<file path="config.mk">
export PLATFORM = sky130hd
export DESIGN_NAME = wb_retire
export DESIGN_NICKNAME = d
export VERILOG_FILES = /design/src/rtl/wb_pkg.sv /design/src/rtl/exc_prio_enc.sv /design/src/rtl/wb_retire.sv
export SDC_FILE = /design/constraint.sdc
export NUM_CORES = 1
export LEC_CHECK = 0
export ABC_CLOCK_PERIOD_IN_PS = 2200
export BUFFER_PORTS_ARGS = -buffer_cell sky130_fd_sc_hd__buf_4
export CELL_PAD_IN_SITES_DETAIL_PLACEMENT = 0
export CELL_PAD_IN_SITES_GLOBAL_PLACEMENT = 2
export CORE_MARGIN = 2
export CORE_UTILIZATION = 23
export CTS_CLUSTER_SIZE = 20
export DETAILED_ROUTE_END_ITERATION = 6
export MAX_ROUTING_LAYER = met4
export PLACE_DENSITY = 0.77
export SLEW_MARGIN = 20
export SYNTH_ARGS = -nofsm -noshare
export SYNTH_HDL_FRONTEND = slang
export SYNTH_SLANG_ARGS = --single-unit
</file>
<file path="constraint.sdc">
create_clock -name clk -period 2.2 [get_ports clk]
set_clock_uncertainty 0.05 [all_clocks]
set_input_delay 0 -clock clk [delete_from_list [all_inputs] [get_ports clk]]
set_output_delay 0 -clock clk [all_outputs]
set_load 0.01 [all_outputs]
</file>
<file path="src/rtl/wb_pkg.sv">
// Shared constants and types for the write-back / retire stage.
// ExcCode values match the CP0 Cause.ExcCode encoding.
package wb_pkg;

    localparam logic [4:0] EXC_INT  = 5'd0;
    localparam logic [4:0] EXC_MOD  = 5'd1;
    localparam logic [4:0] EXC_TLBL = 5'd2;
    localparam logic [4:0] EXC_TLBS = 5'd3;
    localparam logic [4:0] EXC_ADEL = 5'd4;
    localparam logic [4:0] EXC_ADES = 5'd5;
    localparam logic [4:0] EXC_SYS  = 5'd8;
    localparam logic [4:0] EXC_BP   = 5'd9;

    typedef enum logic [0:0] {
        RUN   = 1'b0,
        FLUSH = 1'b1
    } state_t;

endpackage

</file>
<file path="src/rtl/exc_prio_enc.sv">
// Fixed-priority encoder: the lowest set request index wins.
// idx is 0 when no request is set.
module exc_prio_enc #(
    parameter int N     = 8,
    parameter int IDX_W = 3
) (
    input  logic [N-1:0]     req,
    output logic             hit,
    output logic [IDX_W-1:0] idx
);

    // Scan from the top down so the lowest set index is the last one written.
    always_comb begin
        hit = |req;
        idx = '0;
        for (int i = N - 1; i >= 0; i--) begin
            if (req[i]) begin
                idx = IDX_W'(i);
            end
        end
    end

endmodule

</file>
<file path="src/rtl/wb_retire.sv">
// Write-back and retire stage: commits RF and HI/LO writes, arbitrates
// exceptions and interrupts, and holds cancel while the front end refills.
module wb_retire
    import wb_pkg::*;
#(
    parameter int                DATA_W       = 32,
    parameter int                NUM_EXC      = 8,
    parameter int                CODE_W       = 5,
    parameter int                FLUSH_CYCLES = 2,
    parameter logic [CODE_W-1:0] INT_CODE     = '0
) (
    input  logic                      clk,
    input  logic                      reset,
    input  logic                      wb_valid,
    input  logic                      wb_wen,
    input  logic [4:0]                wb_wdest,
    input  logic [DATA_W-1:0]         wb_result,
    input  logic [DATA_W-1:0]         wb_lo,
    input  logic                      hi_write,
    input  logic                      lo_write,
    input  logic                      mfhi,
    input  logic                      mflo,
    input  logic [DATA_W-1:0]         cp0_rdata,
    input  logic                      mfc0,
    input  logic [DATA_W-1:0]         wb_pc,
    input  logic [NUM_EXC-1:0]        exc_vec,
    input  logic [NUM_EXC*CODE_W-1:0] exc_codes,
    input  logic [NUM_EXC-1:0]        bva_src,
    input  logic [DATA_W-1:0]         mem_badvaddr,
    input  logic                      int_req,
    input  logic                      eret,
    input  logic [DATA_W-1:0]         epc_in,
    input  logic [DATA_W-1:0]         exc_base,
    output logic                      rf_wen,
    output logic [4:0]                rf_wdest,
    output logic [DATA_W-1:0]         rf_wdata,
    output logic [4:0]                fwd_dest,
    output logic [DATA_W-1:0]         hi_data,
    output logic [DATA_W-1:0]         lo_data,
    output logic                      cancel,
    output logic                      redir_valid,
    output logic [DATA_W-1:0]         redir_pc,
    output logic                      cp0_exc_we,
    output logic [CODE_W-1:0]         cp0_exc_code,
    output logic [DATA_W-1:0]         cp0_epc,
    output logic                      cp0_bva_we,
    output logic [DATA_W-1:0]         cp0_bva,
    output logic [31:0]               retired
);

    localparam int         IDX_W      = (NUM_EXC > 1) ? $clog2(NUM_EXC) : 1;
    localparam logic [3:0] FLUSH_LOAD = 4'(FLUSH_CYCLES - 1);

    state_t             state;
    logic [3:0]         flush_cnt;
    logic               take;
    logic               enc_hit;
    logic [IDX_W-1:0]   win_idx;
    logic               exc_hit;
    logic [CODE_W-1:0]  exc_code;
    logic               bva_sel;
    logic               commit;
    logic               redirect;

    // wb_valid has no ready: the instruction is taken only in RUN and is
    // silently squashed in FLUSH, so upstream never stalls on this stage.
    assign take = wb_valid & (state == RUN);

    exc_prio_enc #(
        .N     (NUM_EXC),
        .IDX_W (IDX_W)
    ) u_prio (
        .req (exc_vec),
        .hit (enc_hit),
        .idx (win_idx)
    );

    // The interrupt outranks every synchronous source and never loads BadVAddr.
    assign exc_hit  = int_req | enc_hit;
    assign exc_code = int_req ? INT_CODE : exc_codes[CODE_W*int'(win_idx) +: CODE_W];
    assign bva_sel  = ~int_req & enc_hit & bva_src[win_idx];

    assign commit   = take & ~exc_hit;
    assign redirect = take & (exc_hit | eret);

    assign rf_wen   = commit & wb_wen;
    assign rf_wdest = wb_wdest;
    assign fwd_dest = rf_wen ? wb_wdest : 5'd0;
    assign rf_wdata = mfhi ? hi_data :
                      mflo ? lo_data :
                      mfc0 ? cp0_rdata : wb_result;

    always_ff @(posedge clk) begin
        if (reset) begin
            state     <= RUN;
            flush_cnt <= '0;
            cancel    <= 1'b0;
        end else begin
            case (state)
                RUN: begin
                    if (redirect) begin
                        state     <= FLUSH;
                        flush_cnt <= FLUSH_LOAD;
                        cancel    <= 1'b1;
                    end
                end
                FLUSH: begin
                    if (flush_cnt == 4'd0) begin
                        state  <= RUN;
                        cancel <= 1'b0;
                    end else begin
                        flush_cnt <= flush_cnt - 4'd1;
                    end
                end
                default: begin
                    state     <= RUN;
                    flush_cnt <= '0;
                    cancel    <= 1'b0;
                end
            endcase
        end
    end

    always_ff @(posedge clk) begin
        if (reset) begin
            redir_valid  <= 1'b0;
            redir_pc     <= '0;
            cp0_exc_we   <= 1'b0;
            cp0_exc_code <= '0;
            cp0_epc      <= '0;
            cp0_bva_we   <= 1'b0;
            cp0_bva      <= '0;
        end else begin
            redir_valid <= redirect;
            cp0_exc_we  <= take & exc_hit;
            cp0_bva_we  <= take & bva_sel;
            if (redirect) begin
                redir_pc <= exc_hit ? exc_base : epc_in;
            end
            if (take & exc_hit) begin
                cp0_exc_code <= exc_code;
                cp0_epc      <= wb_pc;
            end
            if (take & bva_sel) begin
                cp0_bva <= mem_badvaddr;
            end
        end
    end

    always_ff @(posedge clk) begin
        if (reset) begin
            hi_data <= '0;
            lo_data <= '0;
            retired <= '0;
        end else begin
            if (commit & hi_write) begin
                hi_data <= wb_result;
            end
            if (commit & lo_write) begin
                lo_data <= wb_lo;
            end
            if (commit) begin
                retired <= retired + 32'd1;
            end
        end
    end

endmodule

</file>
==> out/summary.json <==
{
  "critical_path": {
    "arrival_ns": 2.46,
    "cp-end-kind": "register",
    "crit-reg2reg-launch": "state",
    "startpoint": "state",
    "critical_path_peak_fanout": 8,
    "worst_setup_path_start_kind": "register",
    "critPathRequiredTime_ns": 2.61,
    "crit_type": "register to register"
  },
  "logic_synthesis": {
    "ys_seq_area_share_pct": 42.82,
    "synth_cell_types": 47,
    "mappedNetlistArea_um2": 9632,
    "synthCells": 1207,
    "syn_nets": 1506,
    "post_synth.cell_area_avg_um2": 7.980,
    "yosysWarningCount": 0,
    "flops_latches_synth": 206
  },
  "clocking": {
    "cts_sinks": 206,
    "tritoncts_clock_tree": "yes",
    "max-clock-path-buffers": 3,
    "tritoncts.num_buffers": 26,
    "cts-root-buf": "sky130_fd_sc_hd__clkbuf_16",
    "clock_latency_at_the_later_pin_of_the_worst_skew_pair_ns": 0.54,
    "clk_pin_slew_worst_paths_ns": 0.06,
    "cts.htree.levels": 1
  },
  "hold_path": {
    "worst_min_delay_path_class": "input pin to register",
    "worst_hold_startpoint": "int_req"
  },
  "placed_design": {
    "total_of_buffers_placed_on_input_and_output_ports": 539,
    "gp_routability_congestion": 0.8207,
    "placed_area_um2": 14420,
    "place_hpwl_um": 33200
  },
  "job": {
    "cap_violations": 0
  },
  "cells_and_area": {
    "final_core_util_pct": 44.03,
    "final_nets": 2302,
    "layout_common_cells": "564 x sky130_fd_sc_hd__buf_4, 312 x sky130_fd_sc_hd__nand2_1, 278 x sky130_fd_sc_hd__dlygate4sd3_1",
    "final_area_um2": 18100,
    "drive_above_1_share_pct": 32.82,
    "area_growth_syn_to_layout_pct": 87.91,
    "layout_commonest_cell": "sky130_fd_sc_hd__buf_4"
  },
  "sta": {
    "timing_hold_violations_final": 0,
    "min_period_ns": 2.052,
    "achievable-frequency_mhz": 487.2,
    "finalSetupViolCount": 0,
    "slew_worst_pin_ns": 0.6777,
    "final_min_period_over_clock_period_pct": 93.29,
    "timing.slew.headroom_pct": 54.82,
    "worst_hold_margin_ns": 0.06729,
    "setup_total_negative_slack_ns": 0,
    "rsz0062_at_grt": "no",
    "report.final.slew_viol_count": 0
  },
  "drt": {
    "initialDrtViolationCount": 541,
    "avgRoutedWirePerCell_um": 17.82,
    "route.detailed.vias_per_inst": 4.443,
    "vias_after_detailed_routing": 11370,
    "first_pass_iters": 5,
    "remaining_drc_errors": 0,
    "ant_nets": 0,
    "route.final.wire_length_um": 45580
  },
  "power_and_ir_drop": {
    "max-vdd-ir-drop_mv": 0.4768,
    "power.static_leakage_nw": 7.645,
    "cellPowerDensity_nw_per_um2": 553.3
  },
  "global_routing": {
    "grt_start_max_net_pins": 95,
    "global_route.overflow_total": 0,
    "first_global_vias": 11770,
    "grt_usage_pct": 20.75,
    "grt_antenna_before_repair": 3,
    "grt_first_pass_wirelength_um": 69260
  },
  "floorplanning": {
    "start_util_pct": 23.43,
    "design.core.area_um2": 41110,
    "chipWidth_um": 208.6,
    "dieArea_um2": 43530,
    "boundaryPins": 540,
    "die_h_um": 208.6,
    "num_rows": 74
  },
  "outcome": {
    "outcome": "completed"
  }
}
## through the flow
stage | worst slack (ns) | total power [mW] | instances
2_1_floorplan | 0.1423 | 4.602 | 1207
3_3_place_gp | 0.09409 | 5.463 | 2227
3_5_place_dp | 0.07724 | 5.474 | 2227
4_1_cts | 0.01633 | 10.13 | 2555
5_1_grt | 0.001429 | 10.45 | 2558
6_report | 0.1477 | 10.01 | 2558
## state kept, by name, summed over array words and instances, names as in the netlist, 4 cells and up
signal        flops
cp0_bva          32
cp0_epc          32
cp0_exc_code      5
lo_data          32
hi_data          32
flush_cnt         4
retired          32
redir_pc         32
## what timing repair did
action / in CTS / in global routing
pin swaps: 1 / 1
hold buffers: 278 / 0
gates resized for setup: 10 / 1
buffers inserted: 2 / 0
endpoints found under the hold margin: 172 / 0
gates cloned: 0 / 0
endpoints found under the setup margin: 6 / 8
## per-layer routing
metal  track usage, %  wire [µm]  up-vias
li1                 -          -     5660
met5                -          0        -
met2            36.40      22660      396
met1            23.17      18350     5247
met3            5.861       3473       63
met4            5.369       1095        0
## where the power goes
| part | internal, mW | total, mW | switching (mW) |
|---|---|---|---|
| Combinational | 1.08 | 1.84 | 0.762 |
| Sequential | 3.86 | 3.93 | 0.0726 |
| Clock | 2.52 | 4.24 | 1.72 |
| Total | 7.46 | 10.0 | 2.55 |
## area by class of cell
cell class | count | area [µm²]
diodes | 3 | 7.507
flip-flops and latches | 206 | 4124
repair buffers | 861 | 7345
clock buffers | 38 | 767.0
multi-input cells | 898 | 5077
clock inverters | 10 | 75.07
fillers | 4113 | 23010
well taps | 532 | 665.6
inverters | 10 | 37.54
## synth_stat cells, drive strengths merged
master	count	area share (%)
or3	8	0.52
nand4	9	0.65
a31oi	1	0.065
nor3	22	1.8
nor4	10	0.94
mux2i	65	6.8
and4	2	0.18
or3b	1	0.091
a2111oi	1	0.29
a21o	1	0.078
xor2	6	0.55
o21a	3	0.23
and3	7	0.45
nor2	103	4.0
o31ai	1	0.078
nor2b	4	0.26
mux2	2	0.23
or4	2	0.16
dfxtp	206	43
nand3	10	0.57
a21oi	142	7.4
a22oi	5	0.39
nor3b	2	0.16
clkbuf	63	2.5
nand2b	65	4.2
and2	4	0.26
a311oi	32	2.9
mux4	10	2.3
buf	30	1.8
inv	10	0.39
o21ai	41	2.1
o311ai	1	0.091
xnor2	21	1.9
or2	1	0.065
nand2	312	12
o21ba	1	0.10
ha	3	0.39
## worst paths after layout
kind                                   endpoint  slack [ns]  cells after the start
worst max-delay path                retired[13]        0.15                      7
worst min-delay path                redir_pc[9]        0.07                      5
worst max register to register      retired[13]        0.15                      7
worst min register to register  cp0_exc_code[0]        0.39                      2
## worst max-delay path, stage by stage (launching register included)
cell	delay (ns)
sky130_fd_sc_hd__dfxtp_1	0.31
sky130_fd_sc_hd__or3b_4	0.44
sky130_fd_sc_hd__nor3_4	0.19
sky130_fd_sc_hd__buf_4	0.17
sky130_fd_sc_hd__nand4_2	0.18
sky130_fd_sc_hd__buf_6	0.20
sky130_fd_sc_hd__or3_1	0.30
sky130_fd_sc_hd__a21oi_1	0.13
## cell families after synthesis
group	Yosys count	synth area share [%]
adders and majority gates	3	0.3898
muxes	77	9.327
and+or+nand+nor	562	26.54
buffers and inverters	103	4.690
AOI/OAI and AO/OA	229	13.78
DFF	206	42.82
xor gates and xnor gates	27	2.455
No activity file was read; power rests on OpenSTA's default activity.
